===== src/rtl/gpio_pad_pkg.sv =====
// ----------------------------------------------------------------------------
// gpio_pad_pkg
// Shared definitions for the GPIO pad-bank controller:
//   - register indices on the 3-bit register bus
//   - direction-sequencer FSM state encoding
//   - reset values for the register file and control flops
// ----------------------------------------------------------------------------
package gpio_pad_pkg;

  // Register indices
  localparam logic [2:0] ADDR_OUT      = 3'd0;
  localparam logic [2:0] ADDR_DIR      = 3'd1;
  localparam logic [2:0] ADDR_PU       = 3'd2;
  localparam logic [2:0] ADDR_PD       = 3'd3;
  localparam logic [2:0] ADDR_IN       = 3'd4;
  localparam logic [2:0] ADDR_IRQ_EN   = 3'd5;
  localparam logic [2:0] ADDR_IRQ_STAT = 3'd6;
  localparam logic [2:0] ADDR_EDGE     = 3'd7;

  // Direction sequencer states
  typedef enum logic {
    ST_IDLE = 1'b0,
    ST_TURN = 1'b1
  } state_e;

  // Reset values: every register clears, so the whole bank comes up as inputs.
  // Wide enough for the largest bank; users slice the low N bits.
  localparam logic [31:0] RST_REG = 32'h0000_0000;
  localparam logic        RST_BIT = 1'b0;

endpackage


===== src/rtl/gpio_sync_edge.sv =====
// ----------------------------------------------------------------------------
// gpio_sync_edge
// Synchronises a bank of asynchronous pad receive bits and produces gated
// single-cycle rising/falling event pulses.
//
// Ports:
//   clk     in   bank clock
//   rstn    in   asynchronous active-low reset
//   dc_i    in   W  raw pad receive data (asynchronous to clk)
//   ie_i    in   W  per-bit input enable; events are suppressed where low
//   in_o    out  W  synchronised receive data
//   rise_o  out  W  0->1 transition seen on in_o this cycle
//   fall_o  out  W  1->0 transition seen on in_o this cycle
// ----------------------------------------------------------------------------
module gpio_sync_edge
  import gpio_pad_pkg::*;
#(
  parameter int W    = 8,
  parameter int SYNC = 2
) (
  input  logic         clk,
  input  logic         rstn,
  input  logic [W-1:0] dc_i,
  input  logic [W-1:0] ie_i,
  output logic [W-1:0] in_o,
  output logic [W-1:0] rise_o,
  output logic [W-1:0] fall_o
);

  // Stage 0 is the metastability-catching flop; stage SYNC-1 is the output.
  logic [SYNC-1:0][W-1:0] sync_q;
  logic [W-1:0]           dly_q;

  always_ff @(posedge clk or negedge rstn) begin
    if (!rstn) begin
      sync_q <= '0;
      dly_q  <= RST_REG[W-1:0];
    end else begin
      sync_q <= {sync_q[SYNC-2:0], dc_i};
      dly_q  <= sync_q[SYNC-1];
    end
  end

  assign in_o = sync_q[SYNC-1];

  // Gating by the input enable keeps a pad that is driving, or sitting in its
  // turnaround window, from reporting its own activity as an input event.
  assign rise_o =  in_o & ~dly_q & ie_i;
  assign fall_o = ~in_o &  dly_q & ie_i;

endmodule


===== src/rtl/gpio_pad_ctrl.sv =====
// ----------------------------------------------------------------------------
// gpio_pad_ctrl
// Register-programmed controller for a bank of N bidirectional pad cells.
// Drives the pad control pins, samples the pad receive data through a
// synchroniser, raises edge interrupts, and sequences every direction change
// through a TA-cycle dead time with both driver and receiver disabled.
//
// Ports:
//   clk        in   bank clock
//   rstn       in   asynchronous active-low reset
//   req_valid  in   register request valid
//   req_ready  out  controller can accept a request (low during turnaround)
//   req_we     in   1=write, 0=read
//   req_addr   in   3  register index
//   req_wdata  in   N  write data
//   rsp_valid  out  read data valid, one-cycle pulse after acceptance
//   rsp_rdata  out  N  read data
//   irq        out  level interrupt, |(IRQ_STAT & IRQ_EN) registered
//   scan_en    in   scan mode request
//   pad_dc     in   N  per-pad receive data
//   pad_di     out  N  per-pad drive data
//   pad_oe     out  N  per-pad output enable
//   pad_ie     out  N  per-pad input enable
//   pad_pu     out  N  per-pad pull-up
//   pad_pd     out  N  per-pad pull-down
//   pad_sie    out  N  per-pad scan-in select
//   pad_soe    out  N  per-pad scan-out enable
// ----------------------------------------------------------------------------
module gpio_pad_ctrl
  import gpio_pad_pkg::*;
#(
  parameter int N    = 8,
  parameter int TA   = 2,
  parameter int SYNC = 2
) (
  input  logic         clk,
  input  logic         rstn,
  input  logic         req_valid,
  output logic         req_ready,
  input  logic         req_we,
  input  logic [2:0]   req_addr,
  input  logic [N-1:0] req_wdata,
  output logic         rsp_valid,
  output logic [N-1:0] rsp_rdata,
  output logic         irq,
  input  logic         scan_en,
  input  logic [N-1:0] pad_dc,
  output logic [N-1:0] pad_di,
  output logic [N-1:0] pad_oe,
  output logic [N-1:0] pad_ie,
  output logic [N-1:0] pad_pu,
  output logic [N-1:0] pad_pd,
  output logic [N-1:0] pad_sie,
  output logic [N-1:0] pad_soe
);

  // The counter holds TA-1 down to 0, so the sequencer spends exactly TA
  // cycles in TURN.
  localparam logic [3:0] TA_LOAD = 4'(TA - 1);

  // Register file
  logic [N-1:0] out_q,  out_d;
  logic [N-1:0] dir_q,  dir_d;
  logic [N-1:0] pu_q,   pu_d;
  logic [N-1:0] pd_q,   pd_d;
  logic [N-1:0] ien_q,  ien_d;
  logic [N-1:0] stat_q, stat_d;
  logic [N-1:0] edge_q, edge_d;

  // Direction sequencer
  state_e       state_q, state_d;
  logic [3:0]   cnt_q,   cnt_d;
  logic [N-1:0] chg_q,   chg_d;

  // Response, interrupt and scan flops
  logic         rsp_valid_q;
  logic [N-1:0] rsp_rdata_q, rsp_rdata_d;
  logic         irq_q;
  logic [1:0]   scan_q;

  // Input path
  logic [N-1:0] in_sync;
  logic [N-1:0] rise_ev;
  logic [N-1:0] fall_ev;
  logic [N-1:0] set_ev;
  logic [N-1:0] w1c;

  logic accept;
  logic wr_en;
  logic rd_en;
  logic dir_wr;

  assign req_ready = (state_q == ST_IDLE);
  assign accept    = req_valid & req_ready;
  assign wr_en     = accept & req_we;
  assign rd_en     = accept & ~req_we;
  assign dir_wr    = wr_en & (req_addr == ADDR_DIR);

  // ---------------------------------------------------------------------------
  // Direction sequencer: state register
  // ---------------------------------------------------------------------------
  always_ff @(posedge clk or negedge rstn) begin
    if (!rstn) begin
      state_q <= ST_IDLE;
      cnt_q   <= 4'd0;
      chg_q   <= RST_REG[N-1:0];
    end else begin
      state_q <= state_d;
      cnt_q   <= cnt_d;
      chg_q   <= chg_d;
    end
  end

  // ---------------------------------------------------------------------------
  // Direction sequencer: next state
  // chg_q is nonzero only while in TURN, so it doubles as the active mask that
  // forces both enables low on the bits being turned around.
  // ---------------------------------------------------------------------------
  always_comb begin
    state_d = state_q;
    cnt_d   = cnt_q;
    chg_d   = chg_q;
    unique case (state_q)
      ST_IDLE: begin
        if (dir_wr && (req_wdata != dir_q)) begin
          state_d = ST_TURN;
          cnt_d   = TA_LOAD;
          chg_d   = dir_q ^ req_wdata;
        end
      end
      ST_TURN: begin
        if (cnt_q == 4'd0) begin
          state_d = ST_IDLE;
          chg_d   = '0;
        end else begin
          cnt_d = cnt_q - 4'd1;
        end
      end
      default: begin
        state_d = ST_IDLE;
        cnt_d   = 4'd0;
        chg_d   = '0;
      end
    endcase
  end

  // ---------------------------------------------------------------------------
  // Register file next state and read mux
  // ---------------------------------------------------------------------------
  assign set_ev = (edge_q & rise_ev) | (~edge_q & fall_ev);
  assign w1c    = (wr_en && (req_addr == ADDR_IRQ_STAT)) ? req_wdata : '0;

  always_comb begin
    out_d  = out_q;
    dir_d  = dir_q;
    pu_d   = pu_q;
    pd_d   = pd_q;
    ien_d  = ien_q;
    edge_d = edge_q;
    if (wr_en) begin
      unique case (req_addr)
        ADDR_OUT:    out_d  = req_wdata;
        ADDR_DIR:    dir_d  = req_wdata;
        ADDR_PU:     pu_d   = req_wdata;
        ADDR_PD:     pd_d   = req_wdata;
        ADDR_IRQ_EN: ien_d  = req_wdata;
        ADDR_EDGE:   edge_d = req_wdata;
        default:     ;  // IN is read-only, IRQ_STAT handled as W1C below
      endcase
    end
    // A new event in the same cycle as its clear must not be lost.
    stat_d = (stat_q & ~w1c) | set_ev;
  end

  always_comb begin
    rsp_rdata_d = rsp_rdata_q;
    if (rd_en) begin
      unique case (req_addr)
        ADDR_OUT:      rsp_rdata_d = out_q;
        ADDR_DIR:      rsp_rdata_d = dir_q;
        ADDR_PU:       rsp_rdata_d = pu_q;
        ADDR_PD:       rsp_rdata_d = pd_q;
        ADDR_IN:       rsp_rdata_d = in_sync;
        ADDR_IRQ_EN:   rsp_rdata_d = ien_q;
        ADDR_IRQ_STAT: rsp_rdata_d = stat_q;
        ADDR_EDGE:     rsp_rdata_d = edge_q;
        default:       rsp_rdata_d = '0;
      endcase
    end
  end

  always_ff @(posedge clk or negedge rstn) begin
    if (!rstn) begin
      out_q       <= RST_REG[N-1:0];
      dir_q       <= RST_REG[N-1:0];
      pu_q        <= RST_REG[N-1:0];
      pd_q        <= RST_REG[N-1:0];
      ien_q       <= RST_REG[N-1:0];
      stat_q      <= RST_REG[N-1:0];
      edge_q      <= RST_REG[N-1:0];
      rsp_valid_q <= RST_BIT;
      rsp_rdata_q <= RST_REG[N-1:0];
      irq_q       <= RST_BIT;
      scan_q      <= {RST_BIT, RST_BIT};
    end else begin
      out_q       <= out_d;
      dir_q       <= dir_d;
      pu_q        <= pu_d;
      pd_q        <= pd_d;
      ien_q       <= ien_d;
      stat_q      <= stat_d;
      edge_q      <= edge_d;
      rsp_valid_q <= rd_en;
      rsp_rdata_q <= rsp_rdata_d;
      // Interrupt follows the stored status, so it lags a status update by one.
      irq_q       <= |(stat_q & ien_q);
      scan_q      <= {scan_q[0], scan_en};
    end
  end

  // ---------------------------------------------------------------------------
  // Input synchroniser and edge detection
  // pad_ie is a pure function of flops, so the gate it provides is glitch-free.
  // ---------------------------------------------------------------------------
  gpio_sync_edge #(
    .W    (N),
    .SYNC (SYNC)
  ) u_sync_edge (
    .clk    (clk),
    .rstn   (rstn),
    .dc_i   (pad_dc),
    .ie_i   (pad_ie),
    .in_o   (in_sync),
    .rise_o (rise_ev),
    .fall_o (fall_ev)
  );

  // ---------------------------------------------------------------------------
  // Pad control outputs
  // ---------------------------------------------------------------------------
  assign pad_oe    =  dir_q & ~chg_q;
  assign pad_ie    = ~dir_q & ~chg_q;
  assign pad_di    =  out_q & dir_q;
  assign pad_pu    =  pu_q;
  assign pad_pd    =  pd_q & ~pu_q;   // pull-up wins when both are requested
  assign pad_sie   = {N{scan_q[1]}};
  assign pad_soe   = {N{scan_q[1]}};

  assign rsp_valid = rsp_valid_q;
  assign rsp_rdata = rsp_rdata_q;
  assign irq       = irq_q;

endmodule


===== config.mk =====
export PLATFORM = sky130hd
export DESIGN_NAME = gpio_pad_ctrl
export DESIGN_NICKNAME = d
export VERILOG_FILES = /design/src/rtl/gpio_pad_pkg.sv /design/src/rtl/gpio_sync_edge.sv /design/src/rtl/gpio_pad_ctrl.sv
export SDC_FILE = /design/constraint.sdc
export NUM_CORES = 1
export LEC_CHECK = 0
export CAP_MARGIN = 30
export CELL_PAD_IN_SITES_DETAIL_PLACEMENT = 1
export CELL_PAD_IN_SITES_GLOBAL_PLACEMENT = 1
export CORE_ASPECT_RATIO = 0.6
export CORE_UTILIZATION = 38
export DETAILED_ROUTE_END_ITERATION = 10
export PLACE_DENSITY_LB_ADDON = 0.1
export SYNTH_ARGS = -nofsm -noshare
export SYNTH_HDL_FRONTEND = slang
export SYNTH_HIERARCHICAL = 1
export SYNTH_SLANG_ARGS = --single-unit
export TNS_END_PERCENT = 100

===== constraint.sdc =====
create_clock -name clk -period 1.5 [get_ports clk]
set_clock_uncertainty 0.05 [all_clocks]
set_input_delay 0.3 -clock clk [delete_from_list [all_inputs] [get_ports clk]]
set_output_delay 0.3 -clock clk [all_outputs]
set_load 0.1 [all_outputs]

After elaboration in Yosys (flattened, before gate mapping)
Cells that the tools add are included.
{"block": "word_totals", "reg_bits": 105, "inputBits": 24, "out_inout_bits": 67, "elab_cells": 81}
{"block": "classes", "n_addsub": 1, "n_eq_ne": 11, "n_mux": 11, "bitwise": 28, "n_reduce_logical": 13}
{"cell": "8-bit bitwise AND", "n": 12}
{"cell": "8-bit one-hot mux with 8 select lines", "n": 1}
{"cell": "8-bit inverter", "n": 7}
{"cell": "8-bit two-way mux", "n": 3}
{"cell": "8-bit bitwise OR", "n": 2}
{"cell": "8-bit one-hot mux with 2 select lines", "n": 1}
{"cell": "2-bit AND reduction", "n": 8}
{"cell": "3-bit equality test, second input constant", "n": 4}
{"cell": "4-bit two-way mux", "n": 2}
{"cell": "8-bit inequality test", "n": 1}
{"cell": "4-bit one-hot mux with 2 select lines", "n": 1}
{"cell": "8-bit OR reduction", "n": 1}
{"cell": "8-bit bitwise XOR", "n": 1}
{"cell": "3-bit by 2-bit equality test with 1-bit output, second input constant", "n": 2}
{"cell": "1-bit bitwise AND", "n": 4}
{"cell": "4-bit zero test", "n": 1}
{"cell": "2-bit by 1-bit inequality test with 1-bit output, second input constant", "n": 2}
{"cell": "4-bit by 1-bit subtractor with 4-bit output, second input constant", "n": 1}
{"cell": "3-bit by 1-bit equality test with 1-bit output, second input constant", "n": 1}
{"cell": "3-bit zero test", "n": 1}
{"cell": "1-bit logical AND", "n": 2}
{"cell": "1-bit two-way mux", "n": 2}
{"cell": "2-bit inequality test, second input constant", "n": 1}
{"cell": "1-bit inverter", "n": 2}
{"cell": "1-bit one-hot mux with 2 select lines", "n": 1}

Depth between registers and ports, before layout
Gate-level depths: netlist of the first run.
{"block": "depth", "word_depth": 8, "depth_mapped": 8, "depth_no_buf": 7}

Cells and area by module
The synthesis of the first run kept the hierarchy.
{"mod": "gpio_pad_ctrl", "instances": 1, "cells_each": 367, "area_each_um2": 4130.2, "seq_area_each_um2": 2026.9}
{"mod": "gpio_sync_edge", "instances": 1, "cells_each": 48, "area_each_um2": 800.8, "seq_area_each_um2": 600.6}

Least setup slack after synthesis of the first run
Ideal clock, no wire load.
{"block": "synth_timing", "path_type": "register to output", "from": "reg pu_q[0], in the netlist pad_pu[0]", "to": "out pad_pd[0]", "arrival_time_ps": 2231, "t_required_ps": 1150, "slack_ps": -1081, "path_stages_with_launch": 2, "n_path_buf": 0, "path_cell_list": "dfrtp_1 nor2b_1"}
{"block": "synth_between", "elab_chain_len": 2}
{"element": "start, declared", "line_no": "gpio_pad_ctrl.sv:64", "text": "logic [N-1:0] pu_q, pu_d;"}
{"element": "start signal, assigned", "line_no": "gpio_pad_ctrl.sv:196", "text": "pu_q <= RST_REG[N-1:0];"}
{"element": "start signal, assigned", "line_no": "gpio_pad_ctrl.sv:208", "text": "pu_q <= pu_d;"}
{"element": "8-bit inverter", "line_no": "gpio_pad_ctrl.sv:245", "text": "assign pad_pd = pd_q & ~pu_q;"}
{"element": "8-bit bitwise AND", "line_no": "gpio_pad_ctrl.sv:245"}
{"element": "end, declared", "line_no": "gpio_pad_ctrl.sv:52", "text": "output logic [N-1:0] pad_pd,"}
No other way between the ends.

Worst setup path in the final report of the first run
{"block": "layout_timing", "from": "reg state_q", "to": "reg cnt_q[1]"}
{"block": "layout_between", "elab_chain_len": 7, "elab_cells_between_ends": 9, "cone_classes": "eq/ne: 2; mux: 1; bitwise: 4; reduce/logical: 2"}
{"element": "start, declared", "line_no": "gpio_pad_ctrl.sv:71", "text": "state_e state_q, state_d;"}
{"element": "start signal, assigned", "line_no": "gpio_pad_ctrl.sv:108", "text": "state_q <= state_d;"}
{"element": "1-bit inverter"}
{"element": "1-bit bitwise AND", "line_no": "gpio_pad_ctrl.sv:94", "text": "assign accept = req_valid & req_ready;"}
{"element": "1-bit bitwise AND", "line_no": "gpio_pad_ctrl.sv:95", "text": "assign wr_en = accept & req_we;"}
{"element": "1-bit bitwise AND", "line_no": "gpio_pad_ctrl.sv:97", "text": "assign dir_wr = wr_en & (req_addr == ADDR_DIR);"}
{"element": "1-bit logical AND", "line_no": "gpio_pad_ctrl.sv:125", "text": "if (dir_wr && (req_wdata != dir_q)) begin"}
{"element": "2-bit by 1-bit inequality test with 1-bit output (no source line)"}
{"element": "2-bit AND reduction (no source line)"}
{"element": "end signal, assigned", "line_no": "gpio_pad_ctrl.sv:109", "text": "cnt_q <= cnt_d;"}
{"element": "end, declared", "line_no": "gpio_pad_ctrl.sv:72", "text": "logic [3:0] cnt_q, cnt_d;"}
Parallel ways exist; a longest one is shown, timed or not.
A chain may end at the register's enable or synchronous reset.

==> summary.txt, run 1 <==
STATUS
----------------------------------------------------------------------------------------
Outcome                                                                     finished, violations left
Violations in the final reports                                             negative setup slack

FINISH
----------------------------------------------------------------------------------------
Non-Filler Instances                                                                 753
Area Growth Syn to Fin                                                             71.7%
Final antenna diode count                                                              0
Nets                                                                                 608
Final core utilization                                                             68.6%
Ratio of cells with drive above 1 in the final layout                              57.3%
Non-Filler Cell Area, Final                                                     8470 µm²

TIMING
----------------------------------------------------------------------------------------
Setup repair after global routing missed its margin                                  yes
Actual slew at the worst max-slew pin                                             399 ps
Max Transition Viols Final                                                             0
Final-layout worst hold slack                                                     274 ps
Number of hold violations in the final report                                          0
Post-route setup slack                                                           -296 ps
Final Cycle Share                                                                   120%
Final setup vio count                                                                125
Worst slew margin relative to its limit                                            73.4%
Max frequency                                                                    557 MHz
Final min period                                                                 1800 ps

FLOORPLANNING
----------------------------------------------------------------------------------------
Standard-cell row count                                                               31
Core Area                                                                      12300 µm²
Die boundary width                                                                149 µm
Io pins                                                                               91
Initial core utilization                                                           40.0%
Die outline area                                                               13500 µm²
Die height                                                                       90.2 µm

ROUTE
----------------------------------------------------------------------------------------
Routed wire length on met3                                                       1240 µm
Routed via count                                                                    4278
Drt via density                                                                     5.68
Detailed-routing wirelength on met1                                              8830 µm
DR top layer                                                                        met4
Iteration-0 DRC count of the detailed router                                         307
Number of search-and-repair iterations in the first detailed-routing pass              6
Remaining routing DRC violations                                                       0
Aggregate routed wire length                                                    20400 µm
Detail Route Antenna Nets                                                              0
Wire per inst                                                                    27.0 µm
Routed wl met2                                                                   9910 µm

PLACED DESIGN
----------------------------------------------------------------------------------------
Worst-case setup slack after placement                                           -761 ps
Port buffer count                                                                     90
Final HPWL DP                                                                   12500 µm
Placer Congestion                                                                  0.844
Area post-placement                                                             7330 µm²
Placed Instances                                                                     701

LOGIC SYNTHESIS
----------------------------------------------------------------------------------------
Fraction of registers with async set or reset after synthesis                       100%
Portion of the post-synthesis area used by sequential elements                     53.3%
Number of flops mapped to enable cells by yosys                                        0
Syn. warnings                                                                          6
Dominant register cell in the synthesized netlist                           sky130_fd_sc_hd__dfrtp_1
Dominant combinational cell family by area after synthesis                  simple AND/OR/NAND/NOR gates
Area share of the largest cell type after synthesis                                53.3%
Top area cells in the synthesized netlist                                   sky130_fd_sc_hd__dfrtp_1 (53%), sky130_fd_sc_hd__mux2_2 (11%), sky130_fd_sc_hd__buf_4 (4.0%)
Synth Cell Area                                                                 4930 µm²
Number of synthesized register bits                                                  105
Synthesized Nets                                                                     440
Most common cell in the synthesized netlist                                 sky130_fd_sc_hd__dfrtp_1
Synthesized area divided by synthesized cell count                              11.9 µm²
Area leader, netlist                                                        sky130_fd_sc_hd__dfrtp_1
Synth cell count leaders                                                    sky130_fd_sc_hd__dfrtp_1 (105), sky130_fd_sc_hd__mux2_2 (48), sky130_fd_sc_hd__buf_4 (26), sky130_fd_sc_hd__nor2b_1 (26)
Synth Area in XOR/XNOR                                                             1.60%
Synthesized-area fraction occupied by and/or/nand/nor cells                        14.8%
Fraction of the mapped netlist area in compound gates                              12.8%
Post-synthesis instance total                                                        415
Mux contribution to synthesized area                                               11.2%
Fraction of the mapped netlist area in adder cells                                0.254%
Count of different cell masters after synthesis                                       43

CTS
----------------------------------------------------------------------------------------
Clock tree from TritonCTS                                                            yes
Worst-skew pair later-pin latency                                                 360 ps
Number of levels in the clock H-tree                                                   3
TritonCTS Sinks                                                                      105
Clock tree root driver cell                                                 sky130_fd_sc_hd__clkbuf_16
Maximum clock insertion buffer count                                                   2
Number of buffers inserted during clock tree synthesis                                 9
Clock-pin slew of the registers on the worst-case setup and hold paths             80 ps

GLOBAL ROUTE
----------------------------------------------------------------------------------------
Wire length of the first global-routing pass                                    29900 µm
Antenna violations before repair                                                       0
Vias in the first global route                                                      4746
Total congestion overflow after global routing                                         0
Global-route total usage across every layer                                        30.5%
Maximum number of pins on one net before global-route repair                          67

CRITICAL PATH
----------------------------------------------------------------------------------------
Crit-path max cell delay                                                          430 ps
Critical Path Start Type                                                            flop
WP data arrival                                                                  1980 ps
Critical path start-end classification                                      flop to flop
Required time at the endpoint of the critical path                               1690 ps
Cell-by-cell listing of the critical path                                   buf_6 > and4bb_4 > nand3b_4 > o21bai_4 > buf_4 > nand3_1 > o21ai_1
R2R depth                                                                              7
Top fanout value on the critical path                                                  6
Worst-path cell with the longest stage delay                                sky130_fd_sc_hd__dfrtp_1
Capturing element type of the critical path                                         flop

JOB
----------------------------------------------------------------------------------------
Max_cap viols                                                                          0

POWER AND IR DROP
----------------------------------------------------------------------------------------
Cell leakage power                                                               3.80 nW
Worst IR drop on VDD                                                             1.21 mV
PwrDens                                                                      1900 nW/µm²

HOLD PATH
----------------------------------------------------------------------------------------
Class of the worst hold path                                                input pin to asynchronous set/reset pin

==> critical path, delay by kind of cell (launching register included) <==
family          cells  cell delay, ps
buf+inv             2             310
compound gates      2             320
flops               1             430
simple gates        3             560
==> cells in the final DEF (no fill, tap or decap), types with 6 or more instances in the layout <==
cell type	instances
sky130_fd_sc_hd__buf_6	26
sky130_fd_sc_hd__and2_4	10
sky130_fd_sc_hd__and3b_1	16
sky130_fd_sc_hd__buf_12	79
sky130_fd_sc_hd__buf_4	66
sky130_fd_sc_hd__dfrtp_4	7
sky130_fd_sc_hd__nor2b_4	18
sky130_fd_sc_hd__a21oi_1	14
sky130_fd_sc_hd__dfrtp_1	94
sky130_fd_sc_hd__clkbuf_16	9
sky130_fd_sc_hd__a22oi_1	19
sky130_fd_sc_hd__mux2_2	16
sky130_fd_sc_hd__xnor2_2	6
sky130_fd_sc_hd__o21ai_1	12
sky130_fd_sc_hd__clkdlybuf4s50_1	15
sky130_fd_sc_hd__nor2_4	9
sky130_fd_sc_hd__nand2_1	12
sky130_fd_sc_hd__o21ai_0	8
sky130_fd_sc_hd__nor2b_1	8
sky130_fd_sc_hd__a221o_1	8
sky130_fd_sc_hd__mux2_4	32
sky130_fd_sc_hd__nand2_2	7
==> flip-flops by register name, indices dropped and copies added (netlist names), 2 cells and up <==
signal,flops
rsp_rdata,8
edge_q,8
chg_q,8
u_sync_edge/sync_q,8
pad_pu,8
u_sync_edge/in_o,8
scan_q,2
stat_q,8
ien_q,8
u_sync_edge/dly_q,8
out_q,8
dir_q,8
cnt_q,4
pd_q,8
==> path summary, 6_finish.rpt <==
| path | start | end | slack [ps] |
|---|---|---|---|
| setup reg to reg | state_q$_DFF_PN0_ | cnt_q[1]$_DFFE_PN0P_ | -300 |
| setup / recovery | state_q$_DFF_PN0_ | cnt_q[1]$_DFFE_PN0P_ | -300 |
| hold / removal | rstn | out_q[2]$_DFFE_PN0P_ | 270 |
| max in group asynchronous | rstn | pad_pu[1]$_DFFE_PN0P_ | 480 |
| min in group clk | u_sync_edge/sync_q[3]$_DFF_PN0_ | u_sync_edge/in_o[3]$_DFF_PN0_ | 300 |
| hold reg to reg | u_sync_edge/sync_q[3]$_DFF_PN0_ | u_sync_edge/in_o[3]$_DFF_PN0_ | 300 |
==> where the power goes <==
part           internal [mW]  leakage (nW)  switching [mW]  total [mW]
logic                   3.81          2.40            5.25        9.07
registers               3.55          1.25            1.03        4.58
clock network           1.32         0.145            1.16        2.48
total                   8.68          3.80            7.44        16.1
==> final cells by class <==
type / instances / area, µm²
timing repair buffer: 197 / 2680
clock inverter: 6 / 75.1
clock buffer: 10 / 229
inverter: 6 / 25.0
multi-input combinational: 264 / 2600
sequential: 105 / 2660
tap: 165 / 206
fill: 1116 / 3870
==> metal layers <==
metal  vias to the layer above  GRT usage [%]
met5                         -              0
met3                        32           7.06
met4                         0           9.95
met1                      2238           41.1
met2                       179           48.2
li1                       1829              -
==> stage by stage <==
stage | power (mW) | setup TNS, ps
after global placement | 12.2 | -46130
after CTS | 15.6 | -13960
after global routing | 16.6 | -21460
final | 16.1 | -17380
after floorplan | 9.10 | -4450
after detailed placement | 12.4 | -51070
==> cell families (layout without fill, tap and decap cells) <==
group	Yosys count	count (layout)
AO/OA/AOI/OAI	94	94
XOR/XNOR	9	9
adder cells (fa/ha/maj)	1	1
buffers and inverters	46	219
flip-flops	105	105
multiplexers	49	49
AND/OR/NAND/NOR	111	111
==> repair_timing <==
action                                  in CTS  in global routing
hold buffers                                 1                  0
endpoints found under the setup margin     126                130
hold endpoints to repair                    39                  0
buffers inserted                            29                  9
gates resized for setup                     95                 42
gates cloned                                 1                  0
pin swaps                                   17                 20
Power figures use the tool's default switching activity.
==> run 2: changes to the inputs <==
Settings changed: CTS_CLUSTER_DIAMETER from default to 120.
==> results of run 2 <==
Final layout, timing and power as in run 1 (identical DEF).
